File: config.mk
export PLATFORM = sky130hd
export DESIGN_NAME = spi_master
export DESIGN_NICKNAME = d
export VERILOG_FILES = /design/src/rtl/spi_pkg.sv /design/src/rtl/spi_sclk_tick.sv /design/src/rtl/spi_master.sv
export SDC_FILE = /design/constraint.sdc
export NUM_CORES = 1
export LEC_CHECK = 0
export CELL_PAD_IN_SITES_DETAIL_PLACEMENT = 0
export CELL_PAD_IN_SITES_GLOBAL_PLACEMENT = 1
export CORE_MARGIN = 5
export CORE_UTILIZATION = 30
export DETAILED_ROUTE_END_ITERATION = 16
export PLACE_DENSITY_LB_ADDON = 0.2
export SLEW_MARGIN = 20
export SYNTH_ARGS = -nofsm -noshare
export SYNTH_HDL_FRONTEND = slang
export SYNTH_HIERARCHICAL = 1
export SYNTH_SLANG_ARGS = --single-unit
File: constraint.sdc
create_clock -name clk -period 2.2 [get_ports clk]
set_input_delay 0.66 -clock clk [delete_from_list [all_inputs] [get_ports clk]]
set_output_delay 0.66 -clock clk [all_outputs]
set_load 0.01 [all_outputs]
File: src/rtl/spi_pkg.sv
// spi_pkg: shared FSM states, Mode-0 constants and frame sizing for the SPI master
package spi_pkg;
  typedef enum logic [2:0] {IDLE, SETUP, SCLK_HI, SCLK_LO, HOLD, GAP} state_t;
  localparam logic CPOL = 1'b0;
  localparam logic CPHA = 1'b0;
  localparam int DEFAULT_HALF_PERIOD = 4;
  localparam int FRAME_BITS = 8;
endpackage

File: src/rtl/spi_sclk_tick.sv
// spi_sclk_tick: half-period down-counter, ticks in the last cycle of every wait state
module spi_sclk_tick #(
  parameter int HALF_PERIOD = 4
) (
  input  logic clk,
  input  logic reset,
  input  logic clear,
  output logic tick
);
  localparam int W = $clog2(HALF_PERIOD);
  localparam logic [W-1:0] LOAD = W'(HALF_PERIOD - 1);
  logic [W-1:0] cnt;
  always_ff @(posedge clk)
    if (reset || clear) cnt <= LOAD;
    else cnt <= cnt - 1'b1;
  assign tick = cnt == '0;
endmodule

File: src/rtl/spi_master.sv
// spi_master: single-byte Mode-0 SPI master, MSB first, with registered SPI outputs
module spi_master
  import spi_pkg::*;
#(
  parameter int HALF_PERIOD = DEFAULT_HALF_PERIOD
) (
  input  logic       clk,
  input  logic       reset,
  input  logic       start,
  input  logic [7:0] tx_data,
  output logic       busy,
  output logic       done,
  output logic [7:0] rx_data,
  output logic       sclk,
  output logic       cs,
  output logic       mosi,
  input  logic       miso
);
  localparam logic [2:0] LAST_BIT = 3'(FRAME_BITS - 1);
  state_t state, state_d;
  logic tick;
  logic [6:0] tx_sr, tx_sr_d;
  logic [7:0] rx_sr, rx_sr_d, rx_data_d;
  logic [2:0] bit_cnt, bit_cnt_d;
  logic sclk_d, cs_d, mosi_d, busy_d, done_d;
  // The counter reloads while idle and on every tick, so each wait lasts exactly HALF_PERIOD cycles
  spi_sclk_tick #(.HALF_PERIOD(HALF_PERIOD)) u_tick (
    .clk(clk),
    .reset(reset),
    .clear(state == IDLE || tick),
    .tick(tick)
  );
  always_ff @(posedge clk)
    if (reset) begin
      state <= IDLE;
      tx_sr <= '0;
      rx_sr <= '0;
      rx_data <= '0;
      bit_cnt <= '0;
      sclk <= CPOL;
      cs <= 1'b1;
      mosi <= 1'b0;
      busy <= 1'b0;
      done <= 1'b0;
    end else begin
      state <= state_d;
      tx_sr <= tx_sr_d;
      rx_sr <= rx_sr_d;
      rx_data <= rx_data_d;
      bit_cnt <= bit_cnt_d;
      sclk <= sclk_d;
      cs <= cs_d;
      mosi <= mosi_d;
      busy <= busy_d;
      done <= done_d;
    end
  always_comb begin
    state_d = state;
    case (state)
      IDLE: state_d = start ? SETUP : IDLE;
      SETUP, SCLK_LO: state_d = tick ? SCLK_HI : state;
      SCLK_HI: state_d = tick ? (bit_cnt == LAST_BIT ? HOLD : SCLK_LO) : state;
      HOLD: state_d = tick ? GAP : state;
      GAP: state_d = tick ? IDLE : state;
      default: state_d = IDLE;
    endcase
  end
  // tx_sr holds only the bits still to be sent; bit 7 goes straight to mosi on accept
  always_comb begin
    tx_sr_d = tx_sr;
    rx_sr_d = rx_sr;
    rx_data_d = rx_data;
    bit_cnt_d = bit_cnt;
    sclk_d = sclk;
    cs_d = cs;
    mosi_d = mosi;
    busy_d = busy;
    done_d = 1'b0;
    case (state)
      IDLE:
        if (start) begin
          tx_sr_d = tx_data[6:0];
          cs_d = 1'b0;
          mosi_d = tx_data[7];
          busy_d = 1'b1;
          bit_cnt_d = '0;
        end
      SETUP, SCLK_LO:
        if (tick) begin
          sclk_d = 1'b1;
          rx_sr_d = {rx_sr[6:0], miso};
        end
      SCLK_HI:
        if (tick) begin
          sclk_d = 1'b0;
          if (bit_cnt != LAST_BIT) begin
            tx_sr_d = {tx_sr[5:0], 1'b0};
            mosi_d = tx_sr[6];
            bit_cnt_d = bit_cnt + 3'd1;
          end
        end
      HOLD:
        if (tick) begin
          cs_d = 1'b1;
          rx_data_d = rx_sr;
          done_d = 1'b1;
        end
      GAP:
        if (tick) busy_d = 1'b0;
      default: ;
    endcase
  end
endmodule

==> flow_summary_export.csv, run 1 <==
group,metric,value,unit
timing,min_period_over_period,0.832,
clock_network,cts_hold_buf,0,
floorplan,initial_core_util,0.305,
synthesis,yosys_warnings,6,
synthesis,synth_mux_area_frac,0.0975,
clock_network,cts_root_buffer,"clkbuf_8",
routing,drcViolationCount,0,
power_and_ir_drop,p_leak,0.808,nW
grt,first_global_vias,1208,
synthesis,syn_inst,138,
timing,max_slew_margin,0.574,
routing,routedWlPerCell,13.7,um
synthesis,synth_compound_area_frac,0.227,
synthesis,yosysSeqAreaShare,0.468,
routing,ant_nets,0,
setup_path,crit_path_cell_trace,"clkdlybuf4s50_1",
routing,wl_met1,1620,um
synthesis,yosys.area_share.simple,0.119,
synthesis,synth_async_sr_flop_share,0,
clock_network,cts.repair.resized,0,
clock_network,clkLatencyLatePin,290,ps
clock_network,tritoncts,"built",
placed_design,placedCellCount,230,
synthesis,synth_most_common_cell,"dfxtp_1",
timing,slew_viol_final,0,
setup_path,critPathMaxFanout,2,
clock_network,cts.sinks,36,
placed_design,gp_congestion,0.830,
floorplan,num_rows,26,
synthesis,synth_top_family_by_area,"compound AO/OA/AOI/OAI gates",
clock_network,post_cts_buffers,0,
setup_path,start_kind,"flip-flop",
floorplan,ios,25,
grt,grt_first_pass_wirelength,5750,um
cells_and_area,n_antenna_cell,0,
clock_network,cts_inserted_buffers,5,
synthesis,ys_ff_latch,36,
setup_path,crit_slowest_cell,"clkdlybuf4s50_1",
synthesis,synth_area_per_cell,11.2,sq um
setup_path,cp_num_buf_inv,1,
synthesis,synth_fa_ha_area_frac,0.0244,
setup_path,slowest_delay,540,ps
power_and_ir_drop,peakVddDrop,251,uV
routing,vias,1115,
setup_path,worstPathArrival,1170,ps
power_and_ir_drop,powerDensity,686,nW/um^2
floorplan,fp.dieW,81.7,um
clock_network,cts_max_level,2,
clock_network,clk_pin_slew_worst_paths,70,ps
floorplan,die_area,6670,sq um
timing,fin_crit,1830,ps
placed_design,dpl.hpwl,2320,um
timing,setup_viol,0,
routing,first_iter_violations,53,
setup_path,crit_type,"flip-flop to output port",
setup_path,crit_path_end_kind,"output port",
synthesis,synth_edf_count,0,
synthesis,synth_area_leader_cell,"dfxtp_1",
synthesis,yosys.area_share.xor_xnor,0,
cells_and_area,final_cells,238,
hold_path,hp-class,"flip-flop to flip-flop",
run,timing.max_cap.violations,0,
cells_and_area,nets,182,
cells_and_area,final_core_util,0.389,
floorplan,coreArea,5040,sq um
run_status,status,"finished clean",
placed_design,io_buffers,24,
grt,grt_max_degree,16,
timing,grt_setup_unrepaired,"no",
routing,drt-vias-per-instance,4.68,
floorplan,dieHeight,81.7,um
clock_network,ctsLongestPathBuffers,2,
setup_path,worstPathRequired,1540,ps
timing,hold_violations,0,
synthesis,syn_nets,153,
routing,drt_first_pass_iters,4,
setup_path,cp_top_family,"buffers and inverters",
routing,met2_length,1450,um
cells_and_area,drive_gt1_frac,0.167,
grt,antenna_found_initial,0,
synthesis,netlist_area,1540,sq um
synthesis,synth.area.top_cells,"dfxtp_1, mux2i_1, a2111oi_2",
synthesis,yosysUniqueCellTypes,36,
routing,top_layer,"met4",
grt,grt_usage,0.114,
setup_path,r2r_slack,400,ps
timing,fmax,546,MHz
cells_and_area,syn_to_final_growth,27.4,%
synthesis,synth.top_cell.area_share,0.468,
routing,dr_wl_met3,117,um
routing,routed_wl,3250,um
synthesis,ys_top_cells_by_count,"dfxtp_1, mux2i_1, nor2_1, a22o_1",
timing,fin_skew,6.90,ps
synthesis,ys.flop_type,"dfxtp_1",
timing,setup_tns,0,ps
timing,worst_pin_slew,640,ps
grt,grt_overflow,0,
==> metal layers <==
layer,track usage,vias to the layer above
met2,0.184,14
met5,0,-
met4,0.0449,0
met3,0.0406,6
li1,-,569
met1,0.140,526
==> cell usage in the layout (no fill, tap or decap), types with 2 or more instances in the layout <==
cell type	Yosys	layout
a32o_1	3	3
mux2i_1	15	15
a31o_1	7	7
clkdlybuf4s50_1	0	24
or3b_1	2	2
a21oi_1	2	2
clkbuf_8	0	5
o21ai_0	2	2
nand2_1	5	5
inv_1	4	4
and4_1	2	2
buf_4	1	9
a22o_1	9	9
a2111oi_2	7	7
ha_1	3	3
nor2_1	12	12
dfxtp_1	36	36
==> sequential cells by signal, indices dropped and copies added, names as in the netlist <==
name        flops
rx_data         8
rx_sr           8
tx_sr           7
bit_cnt         3
state           3
u_tick/cnt      2
busy            1
cs              1
done            1
mosi            1
sclk            1
==> metrics by stage <==
stage                     setup WS, ps  cell area, sq um  hold WS [ps]  total power [mW]
after floorplan                    574              1540           442             0.751
after global placement             252              1850           461             0.795
after detailed placement           162              1850           458             0.796
after CTS                          338              1960           478              1.37
after global routing               302              1960           503              1.41
final                              370              1960           473              1.34
==> path summary, 6_finish.rpt <==
kind                           start                 endpoint  depth (start not counted)
max                sclk$_SDFFE_PP0P_                     sclk                          1
min                busy$_SDFFE_PP0P_        busy$_SDFFE_PP0P_                          1
max reg2reg  bit_cnt[0]$_SDFFE_PP0P_  bit_cnt[1]$_SDFFE_PP0P_                          5
min reg2reg        busy$_SDFFE_PP0P_        busy$_SDFFE_PP0P_                          1
==> cell families (layout without fill, tap and decap cells) <==
logic type	after synthesis	after routing
AOI/OAI and AO/OA	37	37
adders and majority gates	3	3
buffers and inverters	16	46
DFF	36	36
muxes	15	15
and+or+nand+nor	31	31
==> area by class of cell <==
cell class / instances / area [sq um]
fill: 517 / 3080
sequential: 36 / 721
multi-input combinational: 86 / 719
timing repair buffer: 33 / 308
tap: 70 / 87.6
clock buffer: 6 / 72.6
clock inverter: 2 / 35.0
inverter: 5 / 18.8
==> where the power goes <==
group / total [mW] / switching, mW / internal, mW
clock: 0.564 / 0.228 / 0.336
combinational: 0.105 / 0.0522 / 0.0532
sequential: 0.676 / 0.00892 / 0.667
Note: power is estimated with default switching activity, not from simulation.
==> run 2: changes to the inputs <==
==> constraint.sdc (replaced) <==
create_clock -name clk -period 1.7 [get_ports clk]
set_input_delay 0.51 -clock clk [delete_from_list [all_inputs] [get_ports clk]]
set_output_delay 0.51 -clock clk [all_outputs]
set_load 0.01 [all_outputs]
==> run 2 against run 1 <==
Final cell count increased by 2.9%. Critical path depth increased by 5. Global-route usage decreased by 0.75 points. Highest routed layer unchanged. Worst setup slack got worse by 310 ps.
==> flow_summary_export.csv, run 2 (synthesized netlist as in run 1, its figures left out) <==
group,metric,value,unit
timing,fin_hold_ws,472,ps
clock_network,cts_root_buffer,"clkbuf_8",
cells_and_area,stdcell_area,2050,sq um
clock_network,cts_hold_buf,0,
timing,worst_pin_slew,365,ps
clock_network,cts_inserted_buffers,5,
routing,drcViolationCount,0,
grt,first_global_vias,1183,
clock_network,clk_pin_slew_worst_paths,70,ps
setup_path,r2r_start,"bit_cnt[0]$_SDFFE_PP0P_",
setup_path,crit_type,"flip-flop to flip-flop",
clock_network,clkLatencyLatePin,290,ps
routing,vias,1176,
clock_network,tritoncts,"built",
setup_path,start_kind,"flip-flop",
routing,first_iter_violations,75,
setup_path,critPathMaxFanout,7,
timing,slew_viol_final,0,
clock_network,cts_max_level,2,
cells_and_area,reg_top3,"rx_data: 8 flops, rx_sr: 8 flops, tx_sr: 7 flops",
floorplan,dieHeight,81.7,um
setup_path,r2r_cells,6,
cells_and_area,multi_input_area,721,sq um
grt,antenna_found_initial,0,
timing,setup_tns,0,ps
routing,routed_wl,3260,um
routing,drt-vias-per-instance,4.80,
power_and_ir_drop,peakVddDrop,604,uV
setup_path,worstPathRequired,1930,ps
hold_path,worstHoldPathCells,1,
timing,setup_viol,0,
floorplan,initial_core_util,0.305,
timing,max_slew_margin,0.757,
grt,grt_usage,0.107,
cells_and_area,fill_cells,517,
hold_path,hp-class,"flip-flop to flip-flop",
cells_and_area,final_cell_mix,"dfxtp_1, buf_4, mux2i_1",
setup_path,slowest_delay,370,ps
placed_design,io_buffers,24,
cells_and_area,syn_to_final_growth,32.8,%
floorplan,num_rows,26,
timing,fmax,609,MHz
routing,ant_nets,0,
power_and_ir_drop,p_leak,1.03,nW
cells_and_area,regArea,721,sq um
cells_and_area,nets,189,
setup_path,crit_path_cell_trace,"ha_1 > ha_1 > nand3b_4 > buf_4 > a2111oi_2 > a31o_1",
grt,grt_first_pass_wirelength,5430,um
run_status,status,"finished clean",
timing,min_period_over_period,0.966,
placed_design,placed_area,1910,sq um
floorplan,coreArea,5040,sq um
cells_and_area,final_cells,245,
placed_design,gp_congestion,0.765,
setup_path,cp_common_cell,"ha_1",
timing,grt_setup_unrepaired,"yes",
floorplan,fp.dieW,81.7,um
setup_path,crit_slowest_cell,"a2111oi_2",
power_and_ir_drop,finalPower,1.76,mW
timing,fin_skew,2.65,ps
clock_network,cts.sinks,36,
floorplan,die_area,6670,sq um
setup_path,crit_path_end_kind,"flip-flop",
cells_and_area,drive_gt1_frac,0.211,
cells_and_area,n_antenna_cell,0,
clock_network,ctsLongestPathBuffers,2,
setup_path,worstPathArrival,1880,ps
hold_path,hp-start,"busy$_SDFFE_PP0P_",
setup_path,timing.critical_path.from,"bit_cnt[0]$_SDFFE_PP0P_",
timing,fin_crit,1640,ps
timing,hold_violations,0,
routing,drt_first_pass_iters,4,
routing,routedWlPerCell,13.3,um
placed_design,dpl.hpwl,2380,um
floorplan,ios,25,
placed_design,placedCellCount,237,
cells_and_area,final_common_cell,"dfxtp_1",
run,timing.max_cap.violations,0,
grt,grt_max_degree,13,
power_and_ir_drop,powerDensity,860,nW/um^2
grt,grt_overflow,0,
-- run 2: final cells by class --
cell class,instances,area share
Multi-Input combinational cell,86,0.352
Sequential cell,36,0.352
Inverter,5,0.00917
Clock buffer,5,0.0336
Timing Repair Buffer,40,0.189
Clock inverter,3,0.0208
Tap cell,70,0.0428
-- run 2: where the power goes --
part | leakage (nW) | internal [mW] | total (mW) | switching [mW]
Sequential | 0.292 | 0.863 | 0.872 | 0.00970
Clock | 0.0541 | 0.434 | 0.742 | 0.308
Combinational | 0.684 | 0.0749 | 0.145 | 0.0704
Total | 1.03 | 1.37 | 1.76 | 0.389
-- run 2: routing by layer --
metal | part of all wire | track usage | vias up
li1 | - | - | 588
met1 | 0.48 | 0.130 | 567
met2 | 0.47 | 0.170 | 16
met3 | 0.046 | 0.0417 | 5
met4 | 0.011 | 0.0399 | 0
met5 | 0 | 0 | -
-- run 2: worst max-delay path, delay by kind of cell (launching register included) --
kind                     cells  cell delay, ps
AND/OR/NAND/NOR              1             160
buffers and inverters        1             190
flip-flops                   1             320
adder cells (fa/ha/maj)      2             410
AO/OA/AOI/OAI                2             500
-- run 2: what timing repair did --
item / in CTS / in global routing
setup endpoints to repair: 1 / 17
buffers inserted: 0 / 0
resized for setup: 1 / 12
gates cloned: 0 / 0
endpoints found under the hold margin: 0 / 0
-- run 2: through the flow --
stage | utilization | setup WS (ps)
after floorplan | - | 73.9
after global placement | 0.378 | -74.1
after detailed placement | 0.378 | -120
after CTS | 0.400 | 4.84
after global routing | 0.406 | -29.0
final | 0.406 | 57.4
-- run 2: final timing paths --
path                            to  slack [ps]
max reg2reg  tx_sr[5]$_SDFFE_PP0P_          60
max          tx_sr[5]$_SDFFE_PP0P_          60
min              busy$_SDFFE_PP0P_         470
min reg2reg      busy$_SDFFE_PP0P_         470
